==> config.mk <==
export PLATFORM = sky130hd
export DESIGN_NAME = bit_stream_serializer
export DESIGN_NICKNAME = d
export VERILOG_FILES = /design/src/rtl/bit_stream_serializer.sv
export SDC_FILE = /design/constraint.sdc
export NUM_CORES = 1
export LEC_CHECK = 0
export CAP_MARGIN = 40
export CELL_PAD_IN_SITES_DETAIL_PLACEMENT = 1
export CELL_PAD_IN_SITES_GLOBAL_PLACEMENT = 2
export CORE_AREA = 2 2 100 102
export CTS_CLUSTER_DIAMETER = 80
export DETAILED_ROUTE_END_ITERATION = 8
export DIE_AREA = 0 0 102 104
export PLACE_DENSITY_LB_ADDON = 0.1
export SLEW_MARGIN = 40
export SYNTH_ARGS = -nofsm -noshare
export SYNTH_HDL_FRONTEND = slang
export SYNTH_SLANG_ARGS = --single-unit
==> constraint.sdc <==
create_clock -name clk -period 1.8 [get_ports clk]
set_input_delay 0.18 -clock clk [delete_from_list [all_inputs] [get_ports clk]]
set_output_delay 0.18 -clock clk [all_outputs]
set_load 0.1 [all_outputs]
==> src/rtl/bit_stream_serializer.sv <==
// bit_stream_serializer: FIFO-buffered parallel-to-serial feeder with optional inter-word gap.
// Define SERIALIZER_LSB_FIRST_EN to shift words out LSB first (default MSB first).
module bit_stream_serializer #(
    parameter int   W          = 8,
    parameter int   DEPTH      = 4,
    parameter int   GAP_CYCLES = 0,
    parameter logic IDLE_BIT   = 1'b0
) (
    input  logic          clk,
    input  logic          rst,
    input  logic [W-1:0]  data_in,
    input  logic          data_valid,
    output logic          data_ready,
    output logic          bit_out,
    output logic          bit_valid,
    output logic          frame_start,
    output logic [15:0]   words_sent
);
    localparam int CW = $clog2(W);
    localparam int AW = $clog2(DEPTH);
    localparam logic [3:0] GAP_INIT = (GAP_CYCLES > 0) ? 4'(GAP_CYCLES - 1) : 4'd0;

    typedef enum logic [1:0] {IDLE, SHIFT, GAP} state_t;

    logic [W-1:0]  mem_q [DEPTH];
    logic [AW:0]   wptr_q, rptr_q;
    logic          full, empty, push, pop;
    logic [W-1:0]  head;
    state_t        state_q, state_d;
    logic [W-1:0]  sh_q, sh_d, sh_shift;
    logic [CW-1:0] cnt_q, cnt_d;
    logic [3:0]    gcnt_q, gcnt_d;
    logic [15:0]   ws_q, ws_d;
    logic          bit_d, bit_out_q, bit_valid_q, frame_start_q;

    assign full       = (wptr_q[AW] != rptr_q[AW]) && (wptr_q[AW-1:0] == rptr_q[AW-1:0]);
    assign empty      = wptr_q == rptr_q;
    assign data_ready = !full && !rst;
    assign push       = data_valid && data_ready;
    assign head       = mem_q[rptr_q[AW-1:0]];

    always_ff @(posedge clk) begin
        if (rst) begin
            wptr_q <= '0;
            rptr_q <= '0;
        end else begin
            if (push) wptr_q <= wptr_q + (AW+1)'(1);
            if (pop) rptr_q <= rptr_q + (AW+1)'(1);
        end
    end

    always_ff @(posedge clk) begin
        if (push) mem_q[wptr_q[AW-1:0]] <= data_in;
    end

    // Rotate rather than zero-fill: the wrapped bit is never observed since cnt bounds the word.
`ifdef SERIALIZER_LSB_FIRST_EN
    assign sh_shift = {sh_q[0], sh_q[W-1:1]};
    assign bit_d    = sh_d[0];
`else
    assign sh_shift = {sh_q[W-2:0], sh_q[W-1]};
    assign bit_d    = sh_d[W-1];
`endif

    always_comb begin
        state_d = state_q;
        sh_d    = sh_q;
        cnt_d   = cnt_q;
        gcnt_d  = gcnt_q;
        ws_d    = ws_q;
        pop     = 1'b0;
        case (state_q)
            IDLE: begin
                if (!empty) begin
                    pop     = 1'b1;
                    state_d = SHIFT;
                    sh_d    = head;
                    cnt_d   = '0;
                end
            end
            SHIFT: begin
                sh_d  = sh_shift;
                cnt_d = cnt_q + CW'(1);
                if (cnt_q == CW'(W - 1)) begin
                    ws_d = ws_q + 16'd1;
                    if (GAP_CYCLES > 0) begin
                        state_d = GAP;
                        gcnt_d  = GAP_INIT;
                    end else if (!empty) begin
                        pop   = 1'b1;
                        sh_d  = head;
                        cnt_d = '0;
                    end else begin
                        state_d = IDLE;
                    end
                end
            end
            GAP: begin
                if (gcnt_q != 4'd0) begin
                    gcnt_d = gcnt_q - 4'd1;
                end else if (!empty) begin
                    pop     = 1'b1;
                    state_d = SHIFT;
                    sh_d    = head;
                    cnt_d   = '0;
                end else begin
                    state_d = IDLE;
                end
            end
            default: state_d = IDLE;
        endcase
    end

    // Outputs are registered from next-state so the first bit appears one edge after the pop.
    always_ff @(posedge clk) begin
        if (rst) begin
            state_q       <= IDLE;
            sh_q          <= '0;
            cnt_q         <= '0;
            gcnt_q        <= '0;
            ws_q          <= '0;
            bit_out_q     <= IDLE_BIT;
            bit_valid_q   <= 1'b0;
            frame_start_q <= 1'b0;
        end else begin
            state_q       <= state_d;
            sh_q          <= sh_d;
            cnt_q         <= cnt_d;
            gcnt_q        <= gcnt_d;
            ws_q          <= ws_d;
            bit_out_q     <= (state_d == SHIFT) ? bit_d : IDLE_BIT;
            bit_valid_q   <= state_d == SHIFT;
            frame_start_q <= (state_d == SHIFT) && (cnt_d == '0);
        end
    end

    assign bit_out     = bit_out_q;
    assign bit_valid   = bit_valid_q;
    assign frame_start = frame_start_q;
    assign words_sent  = ws_q;
endmodule
Word level (Yosys, flattened, before mapping)
Memory sizes are Yosys's and may differ from the RTL's. A register that Yosys moved wholly into a read port is not among the register bits.
Cells that the tools add are included.
Word-level totals
  input bits: 11
  bits in writable memories: 32
  register bits: 42
  word-level logic and storage cells: 64
  memories: 1
Cells by class
  equal/unequal tests: 8
  bitwise operators: 1
  add/subtract/negate cells: 5
  multiplexer cells: 24
  reduce and logical (&&, ||, !) cells: 14
Memories
  mem_q: words 4, bits a word 8, read ports 1, clocked after memory_dff 1, wr ports 1, line 25  | logic [W-1:0] mem_q [DEPTH];
Operator list (count)
  8-bit 2-to-1 mux: 4
  8-bit one-hot mux with 3 select lines: 1
  16-bit by 1-bit adder with 16-bit output (second input constant): 1
  2-bit 2-to-1 mux: 6
  3-bit 2-to-1 mux: 4
  3-bit by 1-bit adder with 3-bit output (second input constant): 3
  3-bit one-hot mux with 3 select lines: 1
  1-bit 2-to-1 mux: 6
  2-bit one-hot mux with 3 select lines: 1
  2-bit AND reduction: 3
  2-bit by 1-bit equality test with 1-bit output (second input constant): 2
  1-bit logical AND: 4
  4-bit nonzero test: 1
  4-bit by 1-bit subtractor with 4-bit output (second input constant): 1
  3-bit equality test: 1
  3-bit equality test (second input constant): 1
  3-bit zero test: 1
  1-bit one-hot mux with 3 select lines: 1
  3-bit nonzero test: 1
  2-bit equality test: 1
  2-bit equality test (second input constant): 1
  1-bit zero test: 2
  2-bit zero test: 1
  2-bit inequality test (second input constant): 1
  other kinds (3): 3

Longest topological paths before layout
  depth in word-level cells: 7
  gate-level depth with buffers: 9
  gate-level depth less buffers: 7

Least setup slack after synthesis
OpenSTA, ideal clock, no wires.
  path type: register to register
  from: register ws_q[3], in the netlist words_sent[3]
  to: register ws_q[15], in the netlist words_sent[15]
  setup time: 128 ps
  arrival time: 2106 ps
  path buffers: 0
  stages on the path, launching flop included: 6
  clock period less this slack: 2234 ps
  setup slack: -434 ps
  cell sequence: dfxtp_1 -> nand4_1 -> or2_2 -> nor4_2 -> xnor2_1 -> nor2_1
On the way
  word-level cells in the longest chain between the ends: 1
RTL lines
  start, declared: line 33  | logic [15:0] ws_q, ws_d;
  start signal, assigned: line 130  | ws_q <= ws_d;
  16-bit by 1-bit adder with 16-bit output: line 85  | ws_d = ws_q + 16'd1;
Every way passes these cells.
A chain may end at the register's enable or synchronous reset.

Worst setup path in the final report
  from: register gcnt_q[1]
  to: register frame_start_q, in the netlist frame_start
On the way
  word-level cells in the longest chain between the ends: 5
RTL lines
  start, declared: line 32  | logic [3:0] gcnt_q, gcnt_d;
  start signal, assigned: line 129  | gcnt_q <= gcnt_d;
  4-bit nonzero test *: line 99  | if (gcnt_q != 4'd0) begin
  2-bit 2-to-1 mux or 3-bit 2-to-1 mux (tied branches): line 99
  2-bit one-hot mux with 3 select lines or 3-bit one-hot mux with 3 select lines (tied branches): line 72  | case (state_q)
  2-bit by 1-bit equality test with 1-bit output or 3-bit zero test (tied branches): line 133  | frame_start_q <= (state_d == SHIFT) && (cnt_d == '0);
  1-bit logical AND *: line 133
  end signal, assigned: line 133
  end, declared: line 34  | logic bit_d, bit_out_q, bit_valid_q, frame_start_q;
Mark *: on every way between the ends. The rest lies on a longest branch, timed or not.

==> summary.txt <==
Outcome
  • Run status: finished, violations left
  • Failing checks: setup timing

Synth
  • Yosys top cell area share: 29.7%
  • Xor/xnor share of the synthesized area: 6.19%
  • Synth Cell Area: 0.00324 mm²
  • Post-Synth Adder-Cell Area: 3.48%
  • Post-synthesis compound-gate area fraction: 7.46%
  • Most frequent cell after synthesis: dfxtp_1
  • Ys async rst share: 0%
  • Syn Nets: 280
  • Ys Warns: 0
  • Yosys top cell by area: edfxtp_1
  • Mux share of post-synthesis cell area: 8.35%
  • Synth cell types: 51
  • #FFs+latches synth: 76
  • Avg Cell Area, Syn: 12.4 µm²
  • Largest family of logic cells by synthesized area: simple AND/OR/NAND/NOR gates
  • Synth Instances: 260
  • Post-synth EDFFs: 32
  • Synth cell count leaders: 44 x dfxtp_1, 35 x nor2_1, 32 x edfxtp_1
  • Synth Area in Simple Gates: 15.3%
  • Post-synth top flop: dfxtp_1
  • Synth area leaders: edfxtp_1 30%, dfxtp_1 27%, mux4_2 5.6%, nor2_1 4.1%, ha_1 3.5%
  • Sequential area share after synthesis: 56.9%

Timing
  • Hold Fails Final Rpt: 0
  • Skew final: 8.28 ps
  • Peak Freq: 548 MHz
  • Slew Limit Headroom: 73.2%
  • RSZ-0062 raised after global routing: true
  • Fin Hold WS: 454 ps
  • Final Slew Violations: 0
  • Setup TNS: -41.1 ps
  • Minimum clock period after layout: 1820 ps
  • Setup ws final: -24.3 ps
  • Worst Tran Pin Value: 401 ps
  • Fin crit share: 101%
  • Final setup fails: 3

Power and ir drop
  • PwrDens: 1130 mW/mm²
  • Leakage: 1.53 nW
  • Peak supply drop: 509 µV

Setup path
  • Critical path class: register to register
  • CP max FO: 5
  • Worst setup EP type: register
  • Crit path required time: 2100 ps
  • Critical Path Start Type: register
  • CP arrival: 2120 ps

Floorplanning
  • IO Pins: 31
  • Die Area: 0.0106 mm²
  • Row count: 36
  • Core Region: 0.00955 mm²
  • Die height: 104 µm
  • Die W: 102 µm
  • Initial Utilization: 33.9%

Worst hold path
  • Hold Path Class: input port to register

Cells and area
  • Final Cell Area: 0.00412 mm²
  • Layout cells sized above 1: 35.7%
  • Diode count: 0
  • Final core occ: 43.1%
  • Synthesis-to-finish area growth: 27.3%
  • Cell Count, Final, Fillers Out: 452
  • Final nets: 334

Global route
  • Congestion Overflow GR: 0
  • Largest net degree at the start of global routing: 36
  • Vias in the first global route: 2189
  • GRT Total Usage: 13.6%
  • Initial antenna violation count: 0
  • First-pass GRT wire length: 11.1 mm

Routing
  • Vias per cell: 4.70
  • Vias: 2126
  • Initial DRC count: 42
  • WL/cell: 14.7 µm
  • Post-route ant nets: 0
  • DRC Markers: 0
  • TritonRoute pass-1 iters: 4
  • Final wirelength: 6.65 mm

Placement
  • Port Buffers: 30
  • Hpwl dp: 4.75 mm
  • Placed insts: 436
  • Gpl congestion: 0.706
  • Placed Area: 0.00386 mm²

Flow run
  • Max-cap violation count: 0

Clocking
  • Clock sink total: 76
  • CTS Buf Count: 9
  • Clock edge transition at the registers on the reported setup and hold paths: 80 ps
  • CTS tree: built
  • Clock latency on the worst-skew pair: 350 ps
  • Post-CTS Setup Bufs: 0
  • Clk root buf: clkbuf_8
  • CTS H-tree depth: 3
  • Longest Clk Path Bufs: 2
  • Cts hold-fix bufs: 0
==> state kept, by name, summed over array words and instances (netlist names), named ones only <==
name / cells
words_sent: 16
cnt_q: 3
mem_q: 32
rptr_q: 3
bit_out: 1
gcnt_q: 4
frame_start: 1
wptr_q: 3
state_q: 2
sh_q: 8
bit_valid: 1
==> cells in the final DEF (no fill, tap or decap), types with 3 or more instances in the layout <==
master           count
buf_4               37
nor2_1              33
edfxtp_1            32
dfxtp_1             31
nand2_1             12
xor2_1              11
xnor2_1             10
dfxtp_2             10
clkdlybuf4s50_1     10
clkbuf_8             9
mux4_2               8
mux2i_1              8
a21oi_1              7
ha_1                 7
nor3_1               5
and2_1               5
nand4_1              5
buf_12               5
inv_1                4
nor2b_1              3
o221ai_1             3
o221ai_2             3
nand3_1              3
dfxtp_4              3
==> report_power, final <==
group	internal [W]	total (W)	leakage [nW]	switching, W
clock	0.000504	0.00116	0.0856	0.000656
combinational	0.000561	0.00142	0.788	0.000861
sequential	0.00196	0.00206	0.656	0.000100
==> worst max-delay path, stage by stage (launching register included) <==
cell and delay (ps):
dfxtp_2 330, inv_2 60, ha_4 130, or3b_4 390, o21ai_4 280, o21ai_4 130, a22oi_2 230, and4_1 220
==> layer usage <==
metal	track usage [%]	vias up	share of wire, %
li1	-	1049	-
met1	19.2	1044	50
met2	19.8	22	46
met3	2.82	11	2.3
met4	6.57	0	1.8
met5	0	-	0
==> what timing repair did <==
action,in CTS,in global routing
gates cloned,0,0
pin swaps,0,6
resized for setup,0,21
endpoints found under the hold margin,0,0
endpoints found under the setup margin,2,23
==> path summary, 6_finish.rpt <==
kind	start	end	slack (ps)	cells past startpoint
worst max register to register	gcnt_q[1]$_SDFFE_PP0P_	frame_start$_SDFF_PP0_	-20	7
worst min register to register	gcnt_q[2]$_SDFFE_PP0P_	gcnt_q[2]$_SDFFE_PP0P_	500	2
worst max-delay path	gcnt_q[1]$_SDFFE_PP0P_	frame_start$_SDFF_PP0_	-20	7
worst min-delay path	data_in[4]	mem_q[3][4]$_DFFE_PP_	450	1
==> kinds of logic (layout without fill, tap and decap cells) <==
logic type,count (synthesis),in the layout
xor+xnor,22,22
flops,76,76
compound gates,30,30
simple gates,90,90
mux,17,17
buf+inv,16,75
fa+ha+maj,9,9
==> final cells by class <==
type                            instances  area (µm²)
Clock buffer                            9         124
Clock inverter                          7        51.3
Fill cell                            1060        5430
Inverter                                6        22.5
Multi-Input combinational cell        168        1400
Sequential cell                        76        1870
Tap cell                              133         166
Timing Repair Buffer                   53         489
==> stage by stage <==
stage               setup slack, ps  power [W]
floorplan                     -58.1    0.00306
global placement              -2.67    0.00341
detailed placement            -2.67    0.00343
CTS                           -23.2    0.00460
global route                   -113    0.00490
finish                        -24.3    0.00464
No activity file was read; power rests on OpenSTA's default activity.
